[src/rtl/bus_tx_queue.sv]
// Buffered bus source: a small FIFO feeding a 74244-style 3-state buffer, sequencing its
// active-low enables so every word gets a setup cycle, a fixed hold window and a dead turnaround.
module bus_tx_queue #(
  parameter int unsigned WIDTH       = 8,
  parameter int unsigned DEPTH       = 4,
  parameter int unsigned HOLD_CYCLES = 2,
  parameter int unsigned TURN_CYCLES = 1
) (
  input  logic                   clk,
  input  logic                   reset,
  input  logic [WIDTH-1:0]       in_data,
  input  logic                   in_valid,
  output logic                   in_ready,
  input  logic                   bus_grant,
  output logic                   bus_req,
  output logic [WIDTH-1:0]       A,
  output logic [(WIDTH-1)/4:0]   G_bar,
  output logic                   sent,
  output logic [$clog2(DEPTH):0] count
);

  localparam int unsigned PW   = $clog2(DEPTH);
  localparam int unsigned CW   = PW + 1;
  localparam int unsigned GW   = (WIDTH - 1) / 4 + 1;
  localparam int unsigned MAXC = (HOLD_CYCLES > TURN_CYCLES) ? HOLD_CYCLES : TURN_CYCLES;
  localparam int unsigned KW   = $clog2(MAXC + 1);

  localparam logic [KW-1:0] HoldLast = KW'(HOLD_CYCLES - 1);
  localparam logic [KW-1:0] TurnLast = KW'(TURN_CYCLES - 1);

  typedef enum logic [1:0] {StIdle, StSetup, StDrive, StTurn} state_e;

  state_e           state_q, state_d;
  logic [KW-1:0]    cnt_q, cnt_d;
  logic [WIDTH-1:0] mem_q [DEPTH];
  logic [PW-1:0]    wr_ptr_q, rd_ptr_q;
  logic [CW-1:0]    count_q, count_d;
  logic [WIDTH-1:0] a_q;
  logic [GW-1:0]    g_bar_q;
  logic             push, pop, load_a;

  // No bypass: a pop on the same edge does not free a slot for a push when full.
  assign in_ready = (count_q < CW'(DEPTH));
  assign push     = in_valid && in_ready;
  assign pop      = sent;
  assign bus_req  = (count_q != '0) || (state_q != StIdle);
  assign count    = count_q;
  assign A        = a_q;
  assign G_bar    = g_bar_q;

  always_comb begin
    state_d = state_q;
    cnt_d   = cnt_q;
    sent    = 1'b0;
    load_a  = 1'b0;
    unique case (state_q)
      StIdle: begin
        if ((count_q != '0) && bus_grant) begin
          state_d = StSetup;
          load_a  = 1'b1;
        end
      end
      StSetup: begin
        cnt_d   = '0;
        state_d = bus_grant ? StDrive : StTurn;
      end
      StDrive: begin
        if (!bus_grant) begin
          // Abort: word stays queued and is retried from SETUP later.
          state_d = StTurn;
          cnt_d   = '0;
        end else if (cnt_q == HoldLast) begin
          sent    = 1'b1;
          state_d = StTurn;
          cnt_d   = '0;
        end else begin
          cnt_d = cnt_q + KW'(1);
        end
      end
      StTurn: begin
        if (cnt_q == TurnLast) begin
          state_d = StIdle;
          cnt_d   = '0;
        end else begin
          cnt_d = cnt_q + KW'(1);
        end
      end
      default: state_d = StIdle;
    endcase
  end

  always_comb begin
    count_d = count_q;
    unique case ({push, pop})
      2'b10:   count_d = count_q + CW'(1);
      2'b01:   count_d = count_q - CW'(1);
      default: count_d = count_q;
    endcase
  end

  always_ff @(posedge clk or posedge reset) begin
    if (reset) begin
      state_q  <= StIdle;
      cnt_q    <= '0;
      wr_ptr_q <= '0;
      rd_ptr_q <= '0;
      count_q  <= '0;
      a_q      <= '0;
      g_bar_q  <= '1;
    end else begin
      state_q <= state_d;
      cnt_q   <= cnt_d;
      count_q <= count_d;
      if (push) begin
        wr_ptr_q <= wr_ptr_q + PW'(1);
      end
      if (pop) begin
        rd_ptr_q <= rd_ptr_q + PW'(1);
      end
      if (load_a) begin
        a_q <= mem_q[rd_ptr_q];
      end
      g_bar_q <= (state_d == StDrive) ? '0 : '1;
    end
  end

  // Storage needs no reset; occupancy and pointers define what is valid.
  always_ff @(posedge clk) begin
    if (push) begin
      mem_q[wr_ptr_q] <= in_data;
    end
  end

endmodule

[config.mk]
export PLATFORM = sky130hd
export DESIGN_NAME = bus_tx_queue
export DESIGN_NICKNAME = d
export VERILOG_FILES = /design/src/rtl/bus_tx_queue.sv
export SDC_FILE = /design/constraint.sdc
export NUM_CORES = 1
export LEC_CHECK = 0
export ABC_AREA = 1
export CORE_ASPECT_RATIO = 1.1
export CORE_UTILIZATION = 53
export CTS_CLUSTER_SIZE = 25
export DETAILED_ROUTE_END_ITERATION = 8
export PLACE_DENSITY = 0.74
export RECOVER_POWER = 25
export SETUP_SLACK_MARGIN = 0.2
export SLEW_MARGIN = 30
export SYNTH_ARGS = -nofsm -noshare
export SYNTH_HDL_FRONTEND = slang
export SYNTH_SLANG_ARGS = --single-unit
export TNS_END_PERCENT = 20
[constraint.sdc]
create_clock -name clk -period 2.06 [get_ports clk]
set_input_delay 0.618 -clock clk [delete_from_list [all_inputs] [get_ports clk]]
set_output_delay 0.618 -clock clk [all_outputs]
set_load 0.005 [all_outputs]
Word-level counts from Yosys, hierarchy flattened
Memory sizes are Yosys's and may differ from the RTL's. A register that Yosys moved wholly into a read port is not among the register bits.
Index checks and enable logic that the tools add are counted.
W data, S select, Z words.
{"block": "word_totals", "input_bits": 12, "n_memories": 1, "ramBits": 32, "reg_bits": 13, "mem_bits_ro": 0, "out_inout_bits": 16, "latchBits": 0}
{"block": "classes", "add_sub_neg": 5, "eq_ne": 7, "n_div": 0, "n_mul": 0, "n_reduce_logical": 9, "shift": 0, "muxes": 19, "order_cmp": 1, "bitwise_logic": 0}
{"memory": "mem_q", "depth": 4, "width": 8, "rd": 1, "rd_ports_with_merged_regs": 1, "wr": 1, "line_no": "35", "source": "logic [WIDTH-1:0] mem_q [DEPTH];"}
{"op": "$mux W2", "count": 8}
{"op": "$eq A2 B2 Y1 const B", "count": 4}
{"op": "$mux W1", "count": 8}
{"op": "$pmux W2 S4", "count": 1}
{"op": "$add A2 B1 Y2 const B", "count": 3}
{"op": "$eq A2 B1 Y1 const B", "count": 3}
{"op": "$pmux W2 S3", "count": 1}
{"op": "$pmux W3 S2", "count": 1}
{"op": "$reduce_bool A3 Y1", "count": 2}
{"op": "$logic_not A2 Y1", "count": 2}
{"op": "$reduce_bool A2 Y1", "count": 2}
{"op": "$add A3 B1 Y3 const B", "count": 1}
{"op": "$lt A3 B3 Y1 const B", "count": 1}
{"op": "$sub A3 B1 Y3 const B", "count": 1}
{"op": "$logic_and A1 B1 Y1", "count": 2}
{"op": "$logic_or A1 B1 Y1", "count": 1}

Logic depth before layout (Yosys ltp)
Gate-level depths: netlist of run 1.
{"block": "depth", "ltp_word": 6, "mapped_depth": 11, "depth_no_buf": 11}

Worst setup path before layout of run 1
Ideal clock, no wire load.
{"block": "synth_timing", "path_type": "reg-to-reg", "start": "register cnt_q[1]", "end": "register count_q[2], in the netlist count[2]", "synth_period_minus_slack_ns": 1.845, "t_required_ns": 1.936, "arrival_time_ns": 1.721, "path_stages_with_launch": 11, "setup_ns": 0.124, "n_path_buf": 0, "slack_ns": 0.215, "cell_sequence": "dfrtp_1 -> inv_1 -> ha_1 -> nand3_1 -> inv_1 -> ha_1 -> inv_1 -> fa_1 -> nand2_1 -> nand3_1 -> xor2_1"}
{"block": "synth_via", "elab_chain_len": 6}
{"element": "start, declared", "line_no": "34", "source": "logic [KW-1:0] cnt_q, cnt_d;"}
{"element": "start signal, assigned", "line_no": "112", "source": "cnt_q <= cnt_d;"}
{"element": "$eq A2 B1 Y1 (*)", "line_no": "72", "source": "end else if (cnt_q == HoldLast) begin"}
{"element": "$mux W1 (*)", "line_no": "72"}
{"element": "$mux W1 (*)", "line_no": "68", "source": "if (!bus_grant) begin"}
{"element": "$mux W1 (*)", "line_no": "56", "source": "unique case (state_q)"}
{"element": "via sent", "line_no": "18", "source": "output logic sent,"}
{"element": "$eq A2 B1 Y1 / $eq A2 B2 Y1 (equally long branches)", "line_no": "94", "source": "unique case ({push, pop})"}
{"element": "$pmux W3 S2 / $reduce_bool A2 Y1 (equally long branches)"}
{"element": "end signal, assigned", "line_no": "113", "source": "count_q <= count_d;"}
{"element": "end, declared", "line_no": "37", "source": "logic [CW-1:0] count_q, count_d;"}
The timed path passes the listed nets; every way through them passes the cells marked *.
A chain may end at the register's enable or synchronous reset.

==> flow_summary.json, run 1 <==
{
  "fill_cells": 341,
  "first_pass_iters": 4,
  "hold_buffers": 0,
  "clk_latency_ns": 0.30,
  "htree_levels": 2,
  "mappedNetlistArea_um2": 2420,
  "port_buffers": 27,
  "final.min_clock_period_ns": 1.96,
  "multi_input_area_um2": 722,
  "ys.flop_type": "edfxtp_1",
  "cp_slowest_stage_delay_ns": 0.54,
  "fin_skew_ns": 0.00777,
  "drc_errors": 0,
  "crit_path_start_kind": "flop",
  "crit_fanout": 2,
  "min_period_over_period_pct": 95.0,
  "ys_seq_elements": 52,
  "wl_um": 4280,
  "grt_pass1_wl_um": 7150,
  "syn_inst": 246,
  "regArea_um2": 1460,
  "area_growth_pct": 25.1,
  "yosysUniqueCellTypes": 24,
  "synth_edf_count": 32,
  "required_ns": 1.44,
  "cts_num_sinks": 52,
  "grt_max_degree": 19,
  "cts_root_buf": "clkbuf_8",
  "tightest_slew_ns": 0.838,
  "yosysMostFrequentCell": "nand2_1",
  "fin_cells": 358,
  "die_w_um": 66.4,
  "fmax_ghz": 0.511,
  "cp.depth": 1,
  "status": "completed",
  "worst-path-buf-inv": 1,
  "grt_pass1_vias": 1581,
  "finalSetupViolCount": 0,
  "finalHoldViolCount": 0,
  "drt-wirelength-per-cell_um": 11.9,
  "dieArea_um2": 4840,
  "coreArea_um2": 4350,
  "dp.cells": 338,
  "path_delay_family": "flip-flops",
  "end_kind": "output port",
  "hp-class": "flop to flop",
  "peakVddDrop_uv": 639,
  "cts_tree": "done",
  "cts_buffers": 5,
  "fin_util_pct": 69.6,
  "grt_usage_pct": 20.7,
  "synth_warnings": 0,
  "fin_hold_ws_ns": 0.492,
  "num_io_pins": 28,
  "relSlewSlack_pct": 44.1,
  "max-cap-violations": 0,
  "ant_nets": 0,
  "antenna_found_initial": 0,
  "viasPerCell": 4.74,
  "power-per-cell-area_nw_per_um2": 1200,
  "worstSetupStartpoint": "G_bar[0]",
  "grt-ovfl-total": 0,
  "initial_core_util_pct": 55.6,
  "path_cells": "clkdlybuf4s50_1",
  "row_count": 25,
  "crit_slowest_cell": "dfstp_2",
  "drt_iter0_drc": 70,
  "critPathArrivalTime_ns": 1.34,
  "whs_path_depth": 2,
  "synth_commonest_cells": "78 x nand2_1, 54 x inv_1, 32 x edfxtp_1, 25 x nand3_1, 19 x dfrtp_1",
  "crit_type": "flop to output port",
  "clkTransAtPathRegs_ns": 0.10,
  "r2r_setup_slack_ns": 0.23,
  "layout-drive-gt1-share_pct": 15.8,
  "rsz0062_at_grt": "true",
  "rr_startpoint": "state_q[0]",
  "async_reset_ff_share_pct": 38.5,
  "yosysTopAreaCell": "edfxtp_1",
  "finalMaxSlewViolations": 0,
  "syn_area_per_cell_um2": 9.83,
  "hp-start": "A[4]",
  "rr_worst_depth": 10,
  "leakage_nw": 1.48,
  "dieHeight_um": 72.9,
  "synth.yosys.seq_area_share_pct": 60.5,
  "cts_buffer_depth": 2,
  "antenna_cells": 0,
  "gp_congestion": 0.730,
  "synth_area_leaders": "edfxtp_1 40%, dfrtp_1 20%, nand2_1 12%, inv_1 8.4%, nand3_1 5.2%",
  "nets": 325,
  "vias": 1696,
  "hpwl_um": 2890,
  "synth_top_area_share_pct": 39.7,
  "syn-num-nets": 268
}
-- flip-flops by register name, summed over array words and instances, names as in the netlist --
signal,cells
rd_ptr_q,2
cnt_q,2
state_q,2
G_bar,1
A,8
wr_ptr_q,2
count,3
mem_q,32
-- cell type report --
class	count	area share [%]
clock buffer	5	2.27
clock inverter	3	0.868
inverter	55	6.82
multi-input combinational	134	23.9
sequential	52	48.3
tap	54	2.23
timing repair buffer	55	15.6
-- layer usage --
layer / vias up / wire (um) / global-route usage [%]
li1: 869 / - / -
met1: 787 / 1760 / 24.3
met2: 34 / 2290 / 37.4
met3: 6 / 166 / 4.84
met4: 0 / 58 / 5.91
met5: - / 0 / 0
-- worst paths after layout --
path                       endpoint
hold reg to reg                A[4]
hold / removal                 A[4]
max in group asynchronous      A[0]
min in group asynchronous  count[1]
setup reg to reg           count[2]
setup / recovery           G_bar[1]
-- logic make-up (layout without fill, tap and decap cells) --
group,count (synthesis),count (layout),share of synthesized area (%)
AO/OA/AOI/OAI,4,4,0.827
XOR/XNOR,5,5,1.81
flip-flops,52,52,60.5
buffers and inverters,60,118,10.2
adder cells (fa/ha/maj),10,10,5.48
AND/OR/NAND/NOR,115,115,21.2
-- tightest hold or removal path: stages (launching register included) --
cell	delay, ns
dfrtp_1	0.36
nand2_1	0.06
nand2_1	0.05
-- metrics by stage --
| stage | setup WS [ns] | instance area (um^2) | total power [mW] | TNS, ns |
|---|---|---|---|---|
| floorplan | 0.215 | 2420 | 2.37 | 0 |
| global placement | -0.374 | 2840 | 2.87 | -0.771 |
| detailed placement | -0.387 | 2840 | 2.93 | -0.849 |
| CTS | 0.0805 | 3010 | 3.65 | 0 |
| global route | 0.0294 | 3030 | 3.95 | 0 |
| finish | 0.102 | 3030 | 3.64 | 0 |
-- where the power goes --
group	total (mW)	internal (mW)	switching [mW]	leakage [nW]
combinational	1.57	0.762	0.812	0.901
clock	0.592	0.250	0.342	0.0491
sequential	1.47	1.34	0.140	0.529
total	3.64	2.35	1.29	1.48
-- placed cells by master, fill, tap and decap left out, types with 2 or more instances in the layout --
cell type and instances:
nand2_1 78, inv_1 50, edfxtp_1 32, buf_4 26, nand3_1 23, dfrtp_1 19
clkdlybuf4s50_1 18, ha_1 8, inv_2 5, nor2_1 5, clkbuf_8 5, dlygate4sd3_1 4
nand3_2 3, xor2_1 3, dlygate4sd2_1 3, nor2_4 2, xnor2_1 2, o21ai_0 2
inv_6 2, clkbuf_1 2
-- timing repair --
item                                    in CTS  in global routing
pin swaps                                    1                  2
gates cloned                                 0                  0
gates resized for setup                     11                  2
endpoints found under the setup margin       7                 10
buffers inserted                             9                  3
(Power assumes the default switching activity.)
==> run 2, diff against run 1 <==
--- a/config.mk
+++ b/config.mk
@@ -6,15 +6,17 @@
 export NUM_CORES = 1
 export LEC_CHECK = 0
 export ABC_AREA = 1
+export CELL_PAD_IN_SITES_DETAIL_PLACEMENT = 1
+export CELL_PAD_IN_SITES_GLOBAL_PLACEMENT = 2
 export CORE_ASPECT_RATIO = 1.1
-export CORE_UTILIZATION = 53
+export CORE_MARGIN = 3
+export CORE_UTILIZATION = 35
 export CTS_CLUSTER_SIZE = 25
 export DETAILED_ROUTE_END_ITERATION = 8
-export PLACE_DENSITY = 0.74
+export PLACE_DENSITY = 0.76
 export RECOVER_POWER = 25
 export SETUP_SLACK_MARGIN = 0.2
 export SLEW_MARGIN = 30
 export SYNTH_ARGS = -nofsm -noshare
 export SYNTH_HDL_FRONTEND = slang
 export SYNTH_SLANG_ARGS = --single-unit
-export TNS_END_PERCENT = 20
==> run 2 against run 1 <==
Compared with the run above: clock power increased by 58%; critical endpoint is now count[2]; sequential power about the same; clock skew decreased by 0.00093 ns; critical path type is now flop to flop; maximum frequency increased by 5.5%.
==> flow_summary.json, run 2 (synthesis results as in run 1) <==
{
  "status": "completed",
  "antenna_found_initial": 0,
  "gp_congestion": 0.720,
  "wl_um": 5250,
  "cts_buffers": 5,
  "placed_cell_area_um2": 2860,
  "fmax_ghz": 0.539,
  "min_period_over_period_pct": 90.0,
  "path_cells": "buf_6, nor2_4, nand3_2, inv_2, buf_6, ha_4, inv_2, fa_2, nand2_2, nand3_2, xor2_1",
  "hold_buffers": 0,
  "grt_pass1_wl_um": 8510,
  "critPathArrivalTime_ns": 2.05,
  "area_growth_pct": 32.6,
  "hp-class": "flop to flop",
  "leakage_nw": 1.55,
  "hpwl_um": 3520,
  "initial_core_util_pct": 36.5,
  "relSlewSlack_pct": 79.1,
  "tightest_slew_ns": 0.314,
  "first_pass_iters": 4,
  "worst-path-buf-inv": 4,
  "swShare_pct": 33.1,
  "dieArea_um2": 7940,
  "crit_slowest_cell": "dfrtp_1",
  "regMostFlops": "mem_q",
  "die_w_um": 85.3,
  "clkTransAtPathRegs_ns": 0.09,
  "antenna_cells": 0,
  "grt_pass1_vias": 1786,
  "intPower_mw": 2.75,
  "finalMaxSlewViolations": 0,
  "cts_root_buf": "clkbuf_8",
  "fin_area_um2": 3210,
  "finalSetupViolCount": 0,
  "num_io_pins": 28,
  "drc_errors": 0,
  "p_comb_share_pct": 41.4,
  "finalPower_mw": 4.12,
  "ant_nets": 0,
  "switching_power_mw": 1.36,
  "final.min_clock_period_ns": 1.85,
  "drt_iter0_drc": 28,
  "finalHoldViolCount": 0,
  "cts_tree": "done",
  "path_delay_family": "adder cells",
  "largest_reg_flops": 32,
  "required_ns": 2.25,
  "nets": 328,
  "fin_skew_ns": 0.00684,
  "peakVddDrop_uv": 480,
  "crit_type": "flop to flop",
  "cts_buffer_depth": 2,
  "grt_usage_pct": 13.9,
  "port_buffers": 27,
  "crit_fanout": 2,
  "dieHeight_um": 93.2,
  "r2r_setup_slack_ns": 0.21,
  "crit_path_start_kind": "flop",
  "viasPerCell": 4.37,
  "p_clk_share_pct": 22.7,
  "drt-wirelength-per-cell_um": 13.5,
  "final_cell_mix": "76 x nand2_1, 46 x inv_1, 32 x edfxtp_1",
  "cts_num_sinks": 52,
  "coreArea_um2": 6630,
  "htree_levels": 2,
  "max-cap-violations": 0,
  "rsz0062_at_grt": "true",
  "layout-drive-gt1-share_pct": 20.8,
  "grt-ovfl-total": 0,
  "end_kind": "flop",
  "pwr-share-seq_pct": 35.9,
  "cp_slowest_stage_delay_ns": 0.41,
  "row_count": 31,
  "vias": 1700,
  "grt_max_degree": 18,
  "final_common_cell": "nand2_1",
  "power-per-cell-area_nw_per_um2": 1280,
  "clk_latency_ns": 0.30
}
## run 2: final timing paths
path                             from  endpoint  cells past startpoint
min                              A[1]      A[1]                      2
max reg2reg                state_q[0]  count[2]                     11
min reg2reg                      A[1]      A[1]                      2
min in group asynchronous       reset  count[0]                      2
max in group asynchronous       reset  G_bar[0]                      3
max                        state_q[0]  count[2]                     11
## run 2: area by class of cell
class | count | area [um^2]
well taps | 82 | 103
repair buffers | 58 | 512
clock buffers | 5 | 68.8
fillers | 741 | 3430
inverters | 55 | 206
flip-flops and latches | 52 | 1460
clock inverters | 3 | 90.1
multi-input cells | 134 | 764
## run 2: timing repair
item	4_1_cts	5_1_grt
endpoints found under the setup margin	7	6
pin swaps	5	6
gates resized for setup	20	16
endpoints found under the hold margin	0	0
setup buffers	9	7
## run 2: stage by stage
stage | cells | util, % | hold slack (ns) | setup slack, ns | setup TNS (ns)
after global routing | 389 | 48.3 | 0.519 | 0.102 | 0
after CTS | 382 | 47.1 | 0.498 | 0.0970 | 0
final | 389 | 48.3 | 0.496 | 0.205 | 0
after detailed placement | 365 | 43.2 | 0.473 | -0.408 | -0.953
after floorplan | 246 | - | 0.472 | 0.215 | 0
after global placement | 365 | 43.2 | 0.472 | -0.396 | -0.839
## run 2: power by group through the flow
stage	Sequential, mW	Combinational (mW)	Clock (mW)
2_1_floorplan	1.49	0.879	0
3_3_place_gp	1.50	1.43	0
3_5_place_dp	1.51	1.47	0
4_1_cts	1.48	1.62	0.965
5_1_grt	1.51	1.91	1.01
6_report	1.48	1.71	0.935
## run 2: routing by layer
metal / wire length (um) / GRT usage (%) / share of wire (%)
met3: 145 / 2.64 / 2.8
met5: 0 / 0 / 0
met2: 2820 / 25.5 / 54
met4: 53 / 3.56 / 1.0
met1: 2240 / 16.6 / 43
## run 2: worst reg2reg max path, delay by kind of cell (launching register included)
kind	cells	cell delay (ns)
adder cells (fa/ha/maj)	2	0.47
XOR/XNOR	1	0.16
buffers and inverters	4	0.36
AND/OR/NAND/NOR	4	0.34
flip-flops	1	0.41
==> patch 1: new RTL, config.mk and constraints of run 1 <==
Encoding of `state_e`: now one-hot (4 bits for 4 states).
--- a/src/rtl/bus_tx_queue.sv
+++ b/src/rtl/bus_tx_queue.sv
@@ -29,5 +29,5 @@
   localparam logic [KW-1:0] TurnLast = KW'(TURN_CYCLES - 1);
 
-  typedef enum logic [1:0] {StIdle, StSetup, StDrive, StTurn} state_e;
+  typedef enum logic [3:0] {StIdle = 4'b0001, StSetup = 4'b0010, StDrive = 4'b0100, StTurn = 4'b1000} state_e;
 
   state_e           state_q, state_d;
Formal check against the unedited RTL: same outputs for any inputs over 10 cycles, from zero or initial values and one cycle with reset high; not proved beyond that.
==> patch 1 against run 1 <==
Clock skew decreased by 0.00090 ns; routed wire length is 13% higher; synthesized area rose by 7.9%; sequential share of layout area fell by 1.1 points; worst setup slack improved by 0.029 ns; combinational power decreased by 39%; sequential cell count is 2 higher; first-iteration DRC count increased by 20%; total power shrank 18%; design area is 5.9% higher; critical endpoint is now in_ready; critical path type unchanged.
==> patch 1: results (changes against run 1) <==
----------------------------------------------------
[Placement]
  Total instance count after detailed placement ... 372 (+10%)
  HPWL reported at the end of detailed placement ... 3.314 mm (+15%)
  Pre-CTS worst setup slack ... -0.3683 ns (+0.01879 ns)
  Routability congestion estimate from global placement ... 0.7397 (+1.3%)

[Worst setup path]
  Family of cells with the greatest summed delay on the critical path ... buffers and inverters
  CP max stage delay ... 0.51 ns (-0.03 ns)
  Worst-path cell with the longest stage delay ... sky130_fd_sc_hd__clkdlybuf4s50_1
  Crit-path max FO ... 5 (+3)

[Cells and area]
  Number of inserted filler cells in the final layout ... 363 (+6.5%)
  Fraction of final layout cells sized beyond drive strength 1 ... 18.73% (+2.9 points)

[Global route]
  First-pass GRT wire length ... 7.948 mm (+11%)
  Overall Global Routing Usage ... 21.58% (+0.93 points)
  Maximum number of pins on one net before global-route repair ... 23 (+4)
  Number of global-route vias before repair ... 1813 (+15%)

[Yosys]
  Cells after synthesis ... 280 (+14%)
  Most common library cells after synthesis ... sky130_fd_sc_hd__nand2_1, sky130_fd_sc_hd__inv_1, sky130_fd_sc_hd__edfxtp_1, sky130_fd_sc_hd__nand3_1, sky130_fd_sc_hd__dfrtp_1
  Leading cell types by total area after synthesis ... sky130_fd_sc_hd__edfxtp_1, sky130_fd_sc_hd__dfrtp_1, sky130_fd_sc_hd__nand2_1, sky130_fd_sc_hd__inv_1, sky130_fd_sc_hd__nand3_1
  Sequential fraction of the synthesis area ... 58.03% (-2.4 points)
  Count of different cell masters after synthesis ... 26 (+8.3%)

[Status]
  Status ... completed

[Drt]
  Via count of the routed design ... 1867 (+10%)
  Average detailed-routed wire length per instance ... 12.54 um (+5.0%)
  Total wire length after detailed routing ... 4.852 mm (+13%)

[Power]
  Peak supply drop ... 0.6734 mV (+5.4%)
  Switching power share of the total ... 31.32% (-4.2 points)
  Leakage power total ... 0.001522 uW (+2.9%)

[STA]
  Maximum clock skew at final layout ... 0.006874 ns (-0.0008984 ns)

----------------------------------------------------
-- patch 1: final cells by class --
cell class                 count  area [um^2]  area share (%)
clock buffer                   7        96.34           3.008
clock inverter                 1        8.758          0.2734
inverter                      60        230.2           7.188
multi-input combinational    160        860.8           26.88
sequential                    54         1514           47.27
tap                           56        70.07           2.188
timing repair buffer          49        422.9           13.20
-- patch 1: kinds of logic after synthesis --
logic type      synth area share [%]
buf+inv                        10.79
fa+ha+maj                      4.605
xor+xnor                       1.343
simple gates                   24.12
compound gates                 1.103
flops                          58.03
-- patch 1: worst paths after layout --
kind                       startpoint     endpoint  slack [ns]  cells past startpoint
min in group asynchronous       reset  wr_ptr_q[1]        0.90                      3
max in group asynchronous       reset     count[1]        0.77                      3
hold reg to reg                  A[4]         A[4]        0.48                      2
setup / recovery             count[2]     in_ready        0.13                      2
setup reg to reg           state_q[1]     count[2]        0.17                     11
hold / removal                   A[4]         A[4]        0.48                      2
-- patch 1: power groups by stage --
stage,Clock [uW],Sequential [uW],Combinational [uW]
6_report,643,1400,950
5_1_grt,691,1420,1080
4_1_cts,655,1390,953
3_5_place_dp,0,1420,858
3_3_place_gp,0,1410,839
2_1_floorplan,0,1400,548
-- patch 1: what timing repair did --
action                                  in CTS  in global routing
gates resized for setup                     15                  2
pin swaps                                    4                  0
buffers inserted                             6                  1
endpoints found under the setup margin       8                  7
hold buffers                                 0                  0
-- patch 1: worst register-to-register path, cell delays in order (launching register included) --
cell and delay (ns):
sky130_fd_sc_hd__dfrtp_1 0.41, sky130_fd_sc_hd__inv_2 0.11, sky130_fd_sc_hd__nand2_4 0.07, sky130_fd_sc_hd__nor2_4 0.12, sky130_fd_sc_hd__nand3_4 0.10, sky130_fd_sc_hd__inv_4 0.07, sky130_fd_sc_hd__ha_4 0.12, sky130_fd_sc_hd__inv_2 0.04
sky130_fd_sc_hd__fa_2 0.33, sky130_fd_sc_hd__or2_4 0.25, sky130_fd_sc_hd__nand2_2 0.06, sky130_fd_sc_hd__xor2_1 0.14
-- patch 1: metal layers --
layer	GRT usage (%)	wire, um	part of all wire [%]
met5	0	0	0
met4	7.710	61	1.3
met3	4.341	125	2.6
met2	38.94	2532	52
met1	25.20	2132	44
-- patch 1: per-stage QoR --
stage / area, um^2 / TNS, ns / hold slack [ns]
3_5_place_dp: 3043 / -0.7591 / 0.4647
2_1_floorplan: 2651 / 0 / 0.4724
3_3_place_gp: 3043 / -0.6991 / 0.4622
4_1_cts: 3201 / 0 / 0.4893
5_1_grt: 3203 / 0 / 0.5225
6_report: 3203 / 0 / 0.4848
==> patch 2: new RTL, flow settings as in run 1 <==
Without the edit above. `DEPTH`: 4 -> 8.
--- a/src/rtl/bus_tx_queue.sv
+++ b/src/rtl/bus_tx_queue.sv
@@ -3,5 +3,5 @@
 module bus_tx_queue #(
   parameter int unsigned WIDTH       = 8,
-  parameter int unsigned DEPTH       = 4,
+  parameter int unsigned DEPTH       = 8,
   parameter int unsigned HOLD_CYCLES = 2,
   parameter int unsigned TURN_CYCLES = 1
Ports: changed (resized count); port bits go from 28 to 29. No check against the original RTL was run, so the function may have changed too.
==> patch 2 against run 1 <==
Combinational power up 64%; routed wire length up 80%; worst setup slack worse by 0.036 ns; synthesized area up 56%; sequential share of layout area up 6.1 points; total power up 74%; register-to-register slack worse by 0.16 ns; via count up 55%; design area up 52%; first-iteration DRC count rose to 4.0 times the old value; global-route usage up 1.7 points; clock skew up 0.0054 ns; sequential cell count up 35; critical path depth up 13; largest cell class unchanged; highest routed layer unchanged.
==> patch 2: results (changes against run 1) <==
----------------------------------------------------
[Status]
  Status ... completed

[Clock network]
  Clock latency reported for the late side of the worst-skew pair ... 0.36 ns (+0.06 ns)
  CTS HTree Levels ... 3 (+1)

[STA]
  Worst-margin pin slew ... 0.6074 ns (-0.2305 ns)
  Maximum clock skew at final layout ... 0.01313 ns (+0.005360 ns)
  Worst hold-check slack ... 0.4941 ns (+0.002509 ns)

[Cells and area]
  Fraction of final layout cells sized beyond drive strength 1 ... 18.09% (+2.3 points)
  Number of nets in the final layout ... 425 (+31%)
  Flip-flop count of the largest register, all copies and words added ... 64 (+100%)
  Number of inserted filler cells in the final layout ... 505 (+48%)
  Finished Cell Area ... 0.004589 mm^2 (+52%)

[Worst setup path]
  Family of cells with the greatest summed delay on the critical path ... simple AND/OR/NAND/NOR gates
  Crit-path max FO ... 5 (+3)
  Worst-path cell with the longest stage delay ... sky130_fd_sc_hd__dfrtp_1
  Cells on worst reg2reg path ... 14 (+4)

[Yosys]
  Cells after synthesis ... 339 (+38%)
  Count of different cell masters after synthesis ... 26 (+8.3%)
  Sequential fraction of the synthesis area ... 66.17% (+5.7 points)
  Async set or reset register ratio after synthesis ... 26.44% (-12 points)
  Number of enable flip-flop cells after synthesis ... 64 (+100%)
  Leading cell types by total area after synthesis ... sky130_fd_sc_hd__edfxtp_1, sky130_fd_sc_hd__dfrtp_1, sky130_fd_sc_hd__nor2_1, sky130_fd_sc_hd__nand2_1, sky130_fd_sc_hd__nand3_1
  Fraction of the mapped netlist area in adder cells ... 2.982% (-2.5 points)
  Synth Area in Compound Gates ... 5.832% (+5.0 points)
  Synth Net Count ... 360 (+34%)

[Global route]
  Number of global-route vias before repair ... 2560 (+62%)
  First-pass GRT wire length ... 12.04 mm (+68%)
  Maximum number of pins on one net before global-route repair ... 34 (+15)
  Overall Global Routing Usage ... 22.33% (+1.7 points)

[Drt]
  DRT iter0 DRCs ... 280 (+300%)
  Via density per instance ... 5.356 (+13%)
  Average detailed-routed wire length per instance ... 15.64 um (+31%)

[Placement]
  Total instance count after detailed placement ... 456 (+35%)
  Routability congestion estimate from global placement ... 0.8636 (+18%)
  Pre-CTS worst setup slack ... -0.3855 ns (+0.001538 ns)
  Number of buffer cells added on primary ports ... 28 (+3.7%)
  HPWL reported at the end of detailed placement ... 4.935 mm (+71%)

[Power]
  Peak supply drop ... 0.7314 mV (+14%)

----------------------------------------------------
## patch 2: cells by family (layout without fill, tap and decap cells)
family,after synthesis,after routing
DFF,87,87
AOI/OAI and AO/OA,42,42
buffers and inverters,36,106
adders and majority gates,9,9
xor gates and xnor gates,5,5
and+or+nand+nor,160,160
## patch 2: per-layer routing
metal / track usage (%) / share of wire, % / wire, um
met2: 34.30 / 50 / 3809
met5: 0 / 0 / 0
met1: 30.43 / 43 / 3304
met4: 9.064 / 0.60 / 46
met3: 5.051 / 6.7 / 517
## patch 2: path summary, 6_finish.rpt
kind                          start  endpoint  slack [ns]
min                            A[7]      A[7]        0.49
min reg2reg                    A[7]      A[7]        0.49
max                        cnt_q[1]  count[2]        0.07
max in group asynchronous     reset  count[3]        0.78
min in group asynchronous     reset  count[1]        0.85
max reg2reg                cnt_q[1]  count[2]        0.07
## patch 2: final cells by class
cell class                      count  share of cell area (%)
Multi-Input combinational cell    216                   23.77
Sequential cell                    87                   54.47
Inverter                           23                   2.290
Tap cell                           82                   2.236
Clock inverter                      7                   1.718
Timing Repair Buffer               67                   12.81
Clock buffer                        9                   2.699
## patch 2: report_power, final
group	switching [uW]	total, uW	internal, uW
Sequential	238	2520	2280
Combinational	1430	2580	1150
Clock	655	1230	575
Total	2320	6330	4010
## patch 2: worst min-delay path, delay by kind of cell, from the launching register on
family | cells | cell delay, ns
flip-flops | 1 | 0.36
AND/OR/NAND/NOR | 2 | 0.11
## patch 2: timing repair
item,4_1_cts,5_1_grt
gates resized for setup,9,15
hold buffers,0,0
pin swaps,2,4
buffers inserted,7,12
endpoints found under the setup margin,13,50
